File: src/rtl/dac_fmt_ddr.sv
// DAC output formatter: per-channel saturating offset, mode override (normal/mute/ramp/hold),
// offset-binary/two's-complement conversion, and registered phase-A/B words for a DDR output primitive.
module dac_fmt_ddr #(
    parameter int NUM_DAC = 2,
    parameter int DW      = 16,
    parameter int RAMP_W  = 16
) (
    input  logic                      clk,
    input  logic                      rst,
    input  logic [NUM_DAC*2*DW-1:0]   din,
    input  logic                      din_valid,
    input  logic                      cfg_we,
    input  logic [3:0]                cfg_addr,
    input  logic [DW-1:0]             cfg_data,
    output logic [NUM_DAC*DW-1:0]     dac_a,
    output logic [NUM_DAC*DW-1:0]     dac_b,
    output logic [15:0]               underrun_cnt,
    output logic                      busy_mute
);

    typedef enum logic [1:0] {
        MODE_NORMAL = 2'd0,
        MODE_MUTE   = 2'd1,
        MODE_RAMP   = 2'd2,
        MODE_HOLD   = 2'd3
    } mode_t;

    localparam logic [DW-1:0] MSB = {1'b1, {(DW-1){1'b0}}};

    function automatic logic [DW-1:0] sat_add(input logic [DW-1:0] a, input logic [DW-1:0] b);
        logic [DW:0] sum;
        sum = {a[DW-1], a} + {b[DW-1], b};
        if (sum[DW] != sum[DW-1])
            sat_add = sum[DW] ? MSB : ~MSB;
        else
            sat_add = sum[DW-1:0];
    endfunction

    mode_t              mode_q, mode_d;
    logic               fmt_q, fmt_d;
    logic               fmt_s1_q, fmt_s1_d;
    logic [RAMP_W-1:0]  step_q, step_d;
    logic [DW-1:0]      r_q, r_d;
    logic               ramp_act_q, ramp_act_d;
    logic [15:0]        cnt_q, cnt_d;
    logic               busy_q, busy_d;

    logic               cfg_ctl_we;
    logic               cnt_clr;
    logic [DW-1:0]      step_ext;
    logic [DW-1:0]      ramp_base;
    logic [DW-1:0]      ramp_a;
    logic [DW-1:0]      ramp_b;

    assign cfg_ctl_we = cfg_we && (cfg_addr == 4'd8);
    assign cnt_clr    = cfg_ctl_we && cfg_data[3];
    assign step_ext   = DW'(step_q);

    // The ramp restarts from zero whenever it was not running on the previous sample.
    assign ramp_base  = ramp_act_q ? r_q : '0;
    assign ramp_a     = ramp_base;
    assign ramp_b     = ramp_base + step_ext;

    always_comb begin
        mode_d     = mode_q;
        fmt_d      = fmt_q;
        step_d     = step_q;
        if (cfg_ctl_we) begin
            mode_d = mode_t'(cfg_data[1:0]);
            fmt_d  = cfg_data[2];
        end
        if (cfg_we && (cfg_addr == 4'd9))
            step_d = cfg_data[RAMP_W-1:0];

        fmt_s1_d   = fmt_q;
        ramp_act_d = (mode_q == MODE_RAMP);
        r_d        = (mode_q == MODE_RAMP) ? (ramp_base + (step_ext << 1)) : r_q;
        busy_d     = (mode_d != MODE_NORMAL);

        cnt_d      = cnt_q;
        if (cnt_clr)
            cnt_d = '0;
        else if ((mode_q == MODE_NORMAL) && !din_valid && (cnt_q != 16'hFFFF))
            cnt_d = cnt_q + 16'd1;
    end

    always_ff @(posedge clk or negedge rst) begin
        if (!rst) begin
            mode_q     <= MODE_MUTE;
            fmt_q      <= 1'b0;
            fmt_s1_q   <= 1'b0;
            step_q     <= RAMP_W'(1);
            r_q        <= '0;
            ramp_act_q <= 1'b0;
            cnt_q      <= '0;
            busy_q     <= 1'b1;
        end else begin
            mode_q     <= mode_d;
            fmt_q      <= fmt_d;
            fmt_s1_q   <= fmt_s1_d;
            step_q     <= step_d;
            r_q        <= r_d;
            ramp_act_q <= ramp_act_d;
            cnt_q      <= cnt_d;
            busy_q     <= busy_d;
        end
    end

    assign underrun_cnt = cnt_q;
    assign busy_mute    = busy_q;

    genvar gi;
    generate
        for (gi = 0; gi < NUM_DAC; gi++) begin : g_ch
            logic [DW-1:0] off_q, off_d;
            logic [DW-1:0] sa_q, sa_d;
            logic [DW-1:0] sb_q, sb_d;
            logic [DW-1:0] oa_q, oa_d;
            logic [DW-1:0] ob_q, ob_d;
            logic [DW-1:0] din_a;
            logic [DW-1:0] din_b;

            assign din_a = din[(2*gi)*DW +: DW];
            assign din_b = din[(2*gi+1)*DW +: DW];

            always_comb begin
                off_d = off_q;
                if (cfg_we && (cfg_addr == 4'(gi)))
                    off_d = cfg_data;

                sa_d = sa_q;
                sb_d = sb_q;
                case (mode_q)
                    MODE_NORMAL: begin
                        if (din_valid) begin
                            sa_d = sat_add(din_a, off_q);
                            sb_d = sat_add(din_b, off_q);
                        end
                    end
                    MODE_MUTE: begin
                        sa_d = '0;
                        sb_d = '0;
                    end
                    MODE_RAMP: begin
                        sa_d = ramp_a;
                        sb_d = ramp_b;
                    end
                    default: ;
                endcase

                oa_d = fmt_s1_q ? sa_q : (sa_q ^ MSB);
                ob_d = fmt_s1_q ? sb_q : (sb_q ^ MSB);
            end

            always_ff @(posedge clk or negedge rst) begin
                if (!rst) begin
                    off_q <= '0;
                    sa_q  <= '0;
                    sb_q  <= '0;
                    oa_q  <= MSB;
                    ob_q  <= MSB;
                end else begin
                    off_q <= off_d;
                    sa_q  <= sa_d;
                    sb_q  <= sb_d;
                    oa_q  <= oa_d;
                    ob_q  <= ob_d;
                end
            end

            assign dac_a[gi*DW +: DW] = oa_q;
            assign dac_b[gi*DW +: DW] = ob_q;
        end
    endgenerate

endmodule

File: config.mk
export PLATFORM = sky130hd
export DESIGN_NAME = dac_fmt_ddr
export DESIGN_NICKNAME = d
export VERILOG_FILES = /design/src/rtl/dac_fmt_ddr.sv
export SDC_FILE = /design/constraint.sdc
export NUM_CORES = 1
export LEC_CHECK = 0
export ABC_CLOCK_PERIOD_IN_PS = 4900
export CORE_MARGIN = 8
export CORE_UTILIZATION = 45
export DETAILED_ROUTE_END_ITERATION = 6
export PLACE_DENSITY = 0.67
export SKIP_CTS_REPAIR_TIMING = 1
export SLEW_MARGIN = 20
export SYNTH_ARGS = -nofsm -noshare
export SYNTH_HDL_FRONTEND = slang
export SYNTH_SLANG_ARGS = --single-unit
File: constraint.sdc
create_clock -name clk -period 4.9 [get_ports clk]
set_input_delay 1.225 -clock clk [delete_from_list [all_inputs] [get_ports clk]]
set_output_delay 1.225 -clock clk [all_outputs]
set_load 0.005 [all_outputs]
=== Word level (Yosys, flattened, before mapping) ===
Index checks and enable logic that the tools add are counted.

* Bitwise operators: 4
* Reduce and logical (&&, ||, !) cells: 14
* Add/sub/neg operators: 7
* Eq/ne operators: 11
* Muxes and demuxes: 24

{| class="wikitable"
|+ Operator list
! operator !! number
|-
| $mux 16 || 19
|-
| $pmux 16 s3 || 4
|-
| $add 16x16->17 || 4
|-
| $add 16x16->16 || 2
|-
| $add 16x1->16 const B || 1
|-
| $ne 16x16->1 const B || 1
|-
| $eq 4x4->1 const B || 2
|-
| $logic_and 1x1->1 || 7
|-
| $eq 4x1->1 const B || 1
|-
| $logic_not 4->1 || 1
|-
| $ne 1x1->1 || 4
|-
| $not 1->1 || 4
|-
| $reduce_bool 2->1 || 2
|-
| $reduce_bool 3->1 || 1
|-
| $eq 2x1->1 const B || 1
|-
| $eq 2x2->1 const B || 1
|-
| $logic_not 2->1 || 1
|-
| $mux 2 || 1
|-
| $ne 2x2->1 const B || 1
|-
| $reduce_and 2->1 || 1
|-
| $logic_not 1->1 || 1
|}

* Logic and storage cells: 78
* Register bits after elaboration: 214
* Input port bits: 88
* Output and inout bits: 81

=== Depth between registers and ports, before layout ===
* Depth in word-level cells: 5
* Mapped depth: 19
* Depth with buffers taken out: 14

=== Worst setup path before layout ===
Ideal clock, no wire load.

* Path kind: register to register
* Start point: register ramp_act_q
* End point: register r_q[15]
* Arrival time: 4.383 ns
* Required time: 4.774 ns
* Buffers on the path: 3
* Cell stages (with the launch flop): 18
* Setup time: 0.126 ns
* Period minus slack after synthesis: 4.509 ns
* Setup slack: 0.391 ns
* Cell sequence: dfrtp_1 -> clkbuf_1 -> clkbuf_1 -> clkbuf_1 -> and2_1 -> ha_1 -> ha_1 -> a211o_2 -> a41oi_1 -> or4_4 -> o2111a_1 -> or4_1 -> a41oi_2 -> o41ai_1 -> o2111ai_2 -> xor2_2 -> mux2i_1 -> a221o_1

* Longest elaborated chain between the ends: 2

{| class="wikitable"
|+ RTL lines
! element !! line !! RTL
|-
| from (decl) || 44 || <nowiki>logic ramp_act_q, ramp_act_d;</nowiki>
|-
| from (signal assigned) || 103 || <nowiki>ramp_act_q <= ramp_act_d;</nowiki>
|-
| $mux 16 || 60 || <nowiki>assign ramp_base = ramp_act_q ? r_q : '0;</nowiki>
|-
| $add 16x16->16 || 77 || <nowiki>r_d = (mode_q == MODE_RAMP) ? (ramp_base + (step_ext << 1)) : r_q;</nowiki>
|-
| to (signal assigned) || 102 || <nowiki>r_q <= r_d;</nowiki>
|-
| to (decl) || 43 || <nowiki>logic [DW-1:0] r_q, r_d;</nowiki>
|}

No other way between the ends.
A chain may end at the register's enable or synchronous reset.

=== Final worst setup path ===
* Start point: input din[16]
* End point: register g_ch[0].sb_q[4]

* Longest elaborated chain between the ends: 5
* Elaborated cells between the ends (all ways): 6
* Classes of those cells: add/sub: 1; eq/ne: 1; mux: 4

{| class="wikitable"
|+ RTL lines
! element !! line !! RTL
|-
| from (decl) || 10 || <nowiki>input logic [NUM_DAC*2*DW-1:0] din,</nowiki>
|-
| $add 16x16->17 * || 32 || <nowiki>sum = {a[DW-1], a} + {b[DW-1], b};</nowiki>
|-
| $mux 16 or $ne 1x1->1 (tied branches) || 34, 33 ||
|-
| $mux 16 * || 33 || <nowiki>if (sum[DW] != sum[DW-1])</nowiki>
|-
| $mux 16 * || 135 || <nowiki>if (din_valid) begin</nowiki>
|-
| $pmux 16 s3 * || 133 || <nowiki>case (mode_q)</nowiki>
|-
| to (signal assigned) || 159 || <nowiki>sb_q <= '0;</nowiki>
|-
| to (signal assigned) || 165 || <nowiki>sb_q <= sb_d;</nowiki>
|-
| to (decl) || 117 || <nowiki>logic [DW-1:0] sb_q, sb_d;</nowiki>
|}

Every way passes the cells marked *; elsewhere a longest branch is shown, timed or not. The select of a mux whose other input is x is not followed.

==> results.txt <==
The flow ran to the end, and the final reports show no timing, DRC or antenna violations. The tree is rooted in a clkbuf_16. For this block, the initial DRC count from the detailed router was 1,098. The number of enable-type register cells in the synthesized netlist came out at 0. The number of cell instances on the worst register-to-register path came out at 14. The yosys synthesis warning count came out at 0. The CTS sink count is 214. Traced cell by cell, the critical path runs through clkdlybuf4s50_1 -> ha_1 -> fa_1 -> a21o_1 -> a21oi_1 -> o21bai_1 -> a2111o_1 -> a221oi_1 -> o21bai_1 -> nor4b_1 -> a41oi_1 -> a21oi_1 -> buf_4 -> o32a_1.

The critical path is of the primary input to register type. Dividing the detail-routed wire length by the instance count gives 21.12 µm. The setup-violating endpoint count in the final report is 0. Summed over all layers, the routed wires come to 39,820 µm.

The number of antenna violations at the first check in global routing is 0. The via count of the first global-routing pass came out at 10,676. The mean number of vias per cell is 5.725. The required time of the worst setup path is 5.32 ns. The slew of the pin with the lowest slew margin came out at 0.9867 ns.

The critical path's slowest cell is a2111o_1. The number of buffer and inverter instances along the worst setup path is 2. The most used flip-flop cell after synthesis is dfrtp_1.

The port buffer count is 168. TritonCTS built the clock tree. The highest net fanout along the worst path came out at 8. The largest stage delay on the critical path came out at 0.46 ns. Combinational logic burns 43.0% of the power. The share of power burned in registers is 33.7%. The number of library cell types mapped by synthesis is 79. The number of placement rows came out at 61.

The switching power total came out at 3.391 mW. The worst vdd rail ir drop is 0.2918 mV. The final cell utilization of the core came out at 57.30%. The final weighted congestion of routability-driven global placement came out at 0.9138.

The leakage dissipation is 6.893 nW. The final-report max-slew violation count is 0. The count of unresolved DRC violations after routing came out at 0. The vertical extent of the die came out at 184.0 µm. Setup repair after global routing left no endpoint under its margin. The H-tree level count came out at 1.

The setup skew after layout came out at 0.01164 ns. The startpoint kind of the worst setup timing path is a primary input. The global-route wire length before repair came out at 61,440 µm. For this run, the total global-route usage over all layers was measured as 23.32%. The final count of hold timing violations came out at 0. The share of synthesized flip-flops with an asynchronous set or reset is 100.0%. The internal portion of total power came out at 5.683 mW. After technology mapping, the gate count stands at 1,311.

Counting instances, the worst hold path has a depth of 0. The number of max-cap violations came out at 0. The mean cell area of the mapped netlist is 9.689 µm². Sequential cells were found to cover 42.23% of the synthesized design area.

The largest area contributor in the netlist is dfrtp_1. Sorting the synthesized cells by area gives the leading types as dfrtp_1 41%, ha_1 8.1%, mux2_2 4.7%. The later pin in the worst-skew pair is clocked with a latency of 0.54 ns. The sum of overflow across all layers after global routing came out at 0. The clock transition at the registers of the reported paths is 0.06 ns.

The top-area cell type share of the netlist area came out at 40.78%. The maximum clock rate is 0.2196 GHz. The total I/O pin count came out at 169. The overall die width is 184.0 µm. The number of nets in the synthesized netlist came out at 1,485. The growth of design area from synthesis to finish came out at 25.32%.

The worst hold path belongs to the class register to register. The portion of total power attributed to the clock network came out at 23.3%. The areal power density over the cells came out at 570.0 nW/µm².

The switching share of power is 37.37%. The maximum number of pins on one net before global-route repair is 127. The total iterations of the first detailed-routing run is 7. Counting I/O delays and the setup requirement, the final critical path takes 4.553 ns.

The depth of the critical timing path with buffers and inverters included came out at 14. Of the cells placed in the final design, the portion with a size suffix greater than 1 is 10.82%. The final cycle utilization of the critical path came out at 92.92%.

After floorplanning, the core was sized to cover 27,780 µm². Grouping stages by cell kind, the critical path spends the most delay in compound AO/OA/AOI/OAI gates. The accumulated negative setup slack is 0 ns. The starting utilization of the core area is 45.72%.

The sort of element at the end of the critical path is a register. The total vias in the final route is 10,792. The worst-case clock buffer depth came out at 3. The data arrival time of the critical path is 4.98 ns. The repair_antennas step left the layout with diodes totalling 0. The total standard cell area after synthesis is 12,700 µm².

The net count of the finished layout is 1,662. After synthesis the netlist holds a flip-flop and latch count of 214. The remaining antenna violation count after routing is 0. The total die area came out at 33,860 µm².

The HPWL after detailed placement is 31,060 µm. The headroom to the max-slew limit came out at 34.22%. The number of buffers inserted during clock tree synthesis came out at 25.
per-layer routing:
layer  track usage (%)  part of all wire, %  vias to the layer above
met2             37.29                   45                      311
li1                  -                    -                     5148
met3             4.348                  6.3                       62
met1             31.74                   46                     5271
met4             6.938                  2.8                        0
met5                 0                    0                        -
area by class of cell:
class	instances	area [µm²]
Timing Repair Buffer	207	1992
Sequential cell	214	5364
Multi-Input combinational cell	992	6963
Tap cell	378	473.0
Clock buffer	28	666.9
Clock inverter	18	280.3
Fill cell	2424	11860
Inverter	48	180.2
synth_stat cells, drive strengths merged (5+ instances only):
master,count
a2111oi,7
a211o,5
a211oi,7
a21boi,5
a21o,24
a21oi,110
a22oi,7
a31oi,23
a41oi,5
and2,15
and3,10
clkbuf,53
dfrtp,207
dfstp,7
ha,82
inv,46
maj3,9
mux2,53
nand2,77
nand2b,13
nand3,32
nand4,12
nor2,129
nor2b,10
nor3,16
o211a,6
o211ai,8
o21a,10
o21ai,84
o21bai,16
o22a,6
o22ai,11
o31ai,9
o32a,19
o41ai,5
or2,8
or3,11
xnor2,68
xor2,27
state kept, by name, summed over array words and instances (netlist names), 2 cells and up:
register / cells
g_ch.oa_q: 32
g_ch.ob_q: 32
g_ch.off_q: 32
g_ch.sa_q: 32
g_ch.sb_q: 32
mode_q: 2
r_q: 16
step_ext: 16
underrun_cnt: 16
power groups by stage:
stage                     Clock (mW)  Combinational, mW  Sequential, mW
after detailed placement           0               3.85            3.08
after global placement             0               3.81            3.06
after floorplan                    0               2.40            2.83
final                           2.12               3.90            3.06
after global routing            2.21               4.28            3.14
after CTS                       2.14               3.88            3.05
through the flow:
stage / worst slack [ns] / hold slack, ns / power [mW] / instance area, µm² / std cells
2_1_floorplan: 0.3914 / 0.3488 / 5.234 / 12700 / 1311
3_3_place_gp: -0.08295 / 0.3601 / 6.867 / 14960 / 1839
3_5_place_dp: -0.1249 / 0.3617 / 6.934 / 14960 / 1839
4_1_cts: 0.3861 / 0.3758 / 9.076 / 15910 / 1885
5_1_grt: 0.08951 / 0.3835 / 9.636 / 15920 / 1885
6_report: 0.3471 / 0.3747 / 9.074 / 15920 / 1885
final timing paths:
check / slack [ns] / start / to
min reg2reg: 0.37 / g_ch[0].sa_q[11] / g_ch[0].oa_q[11]
min in group asynchronous: 0.80 / rst / g_ch[1].sa_q[15]
max reg2reg: 0.66 / r_q[2] / r_q[15]
max in group asynchronous: 3.04 / rst / g_ch[1].oa_q[12]
min: 0.37 / g_ch[0].sa_q[11] / g_ch[0].oa_q[11]
max: 0.35 / din[16] / g_ch[0].sb_q[4]
placed cells by master (no fill, tap or decap), types with 10 or more instances in the layout:
cell	synthesis	routed
dfrtp_1	207	207
clkdlybuf4s50_1	0	167
nor2_1	129	129
a21oi_1	110	110
ha_1	82	82
nand2_1	77	77
xnor2_1	68	68
mux2_2	53	53
o21ai_0	47	47
inv_1	43	43
buf_4	2	38
o21ai_1	37	37
nand3_1	32	32
xor2_1	26	26
clkbuf_16	0	25
a21o_1	24	24
a31oi_1	23	23
o32a_1	19	19
o21bai_1	16	16
and2_1	15	15
nor3_1	16	15
nand2b_1	13	13
nand4_1	12	12
or3_1	11	11
o22ai_1	11	11
and3_1	10	10
o21a_1	10	10
cell families after synthesis:
| logic type | Yosys count | share of synthesized area (%) |
|---|---|---|
| DFF | 214 | 42.23 |
| buffers and inverters | 105 | 3.191 |
| and+or+nand+nor | 343 | 12.51 |
| xor gates and xnor gates | 95 | 6.610 |
| AOI/OAI and AO/OA | 403 | 21.11 |
| muxes | 56 | 4.935 |
| adders and majority gates | 95 | 9.417 |
No activity file was read; power rests on OpenSTA's default activity.
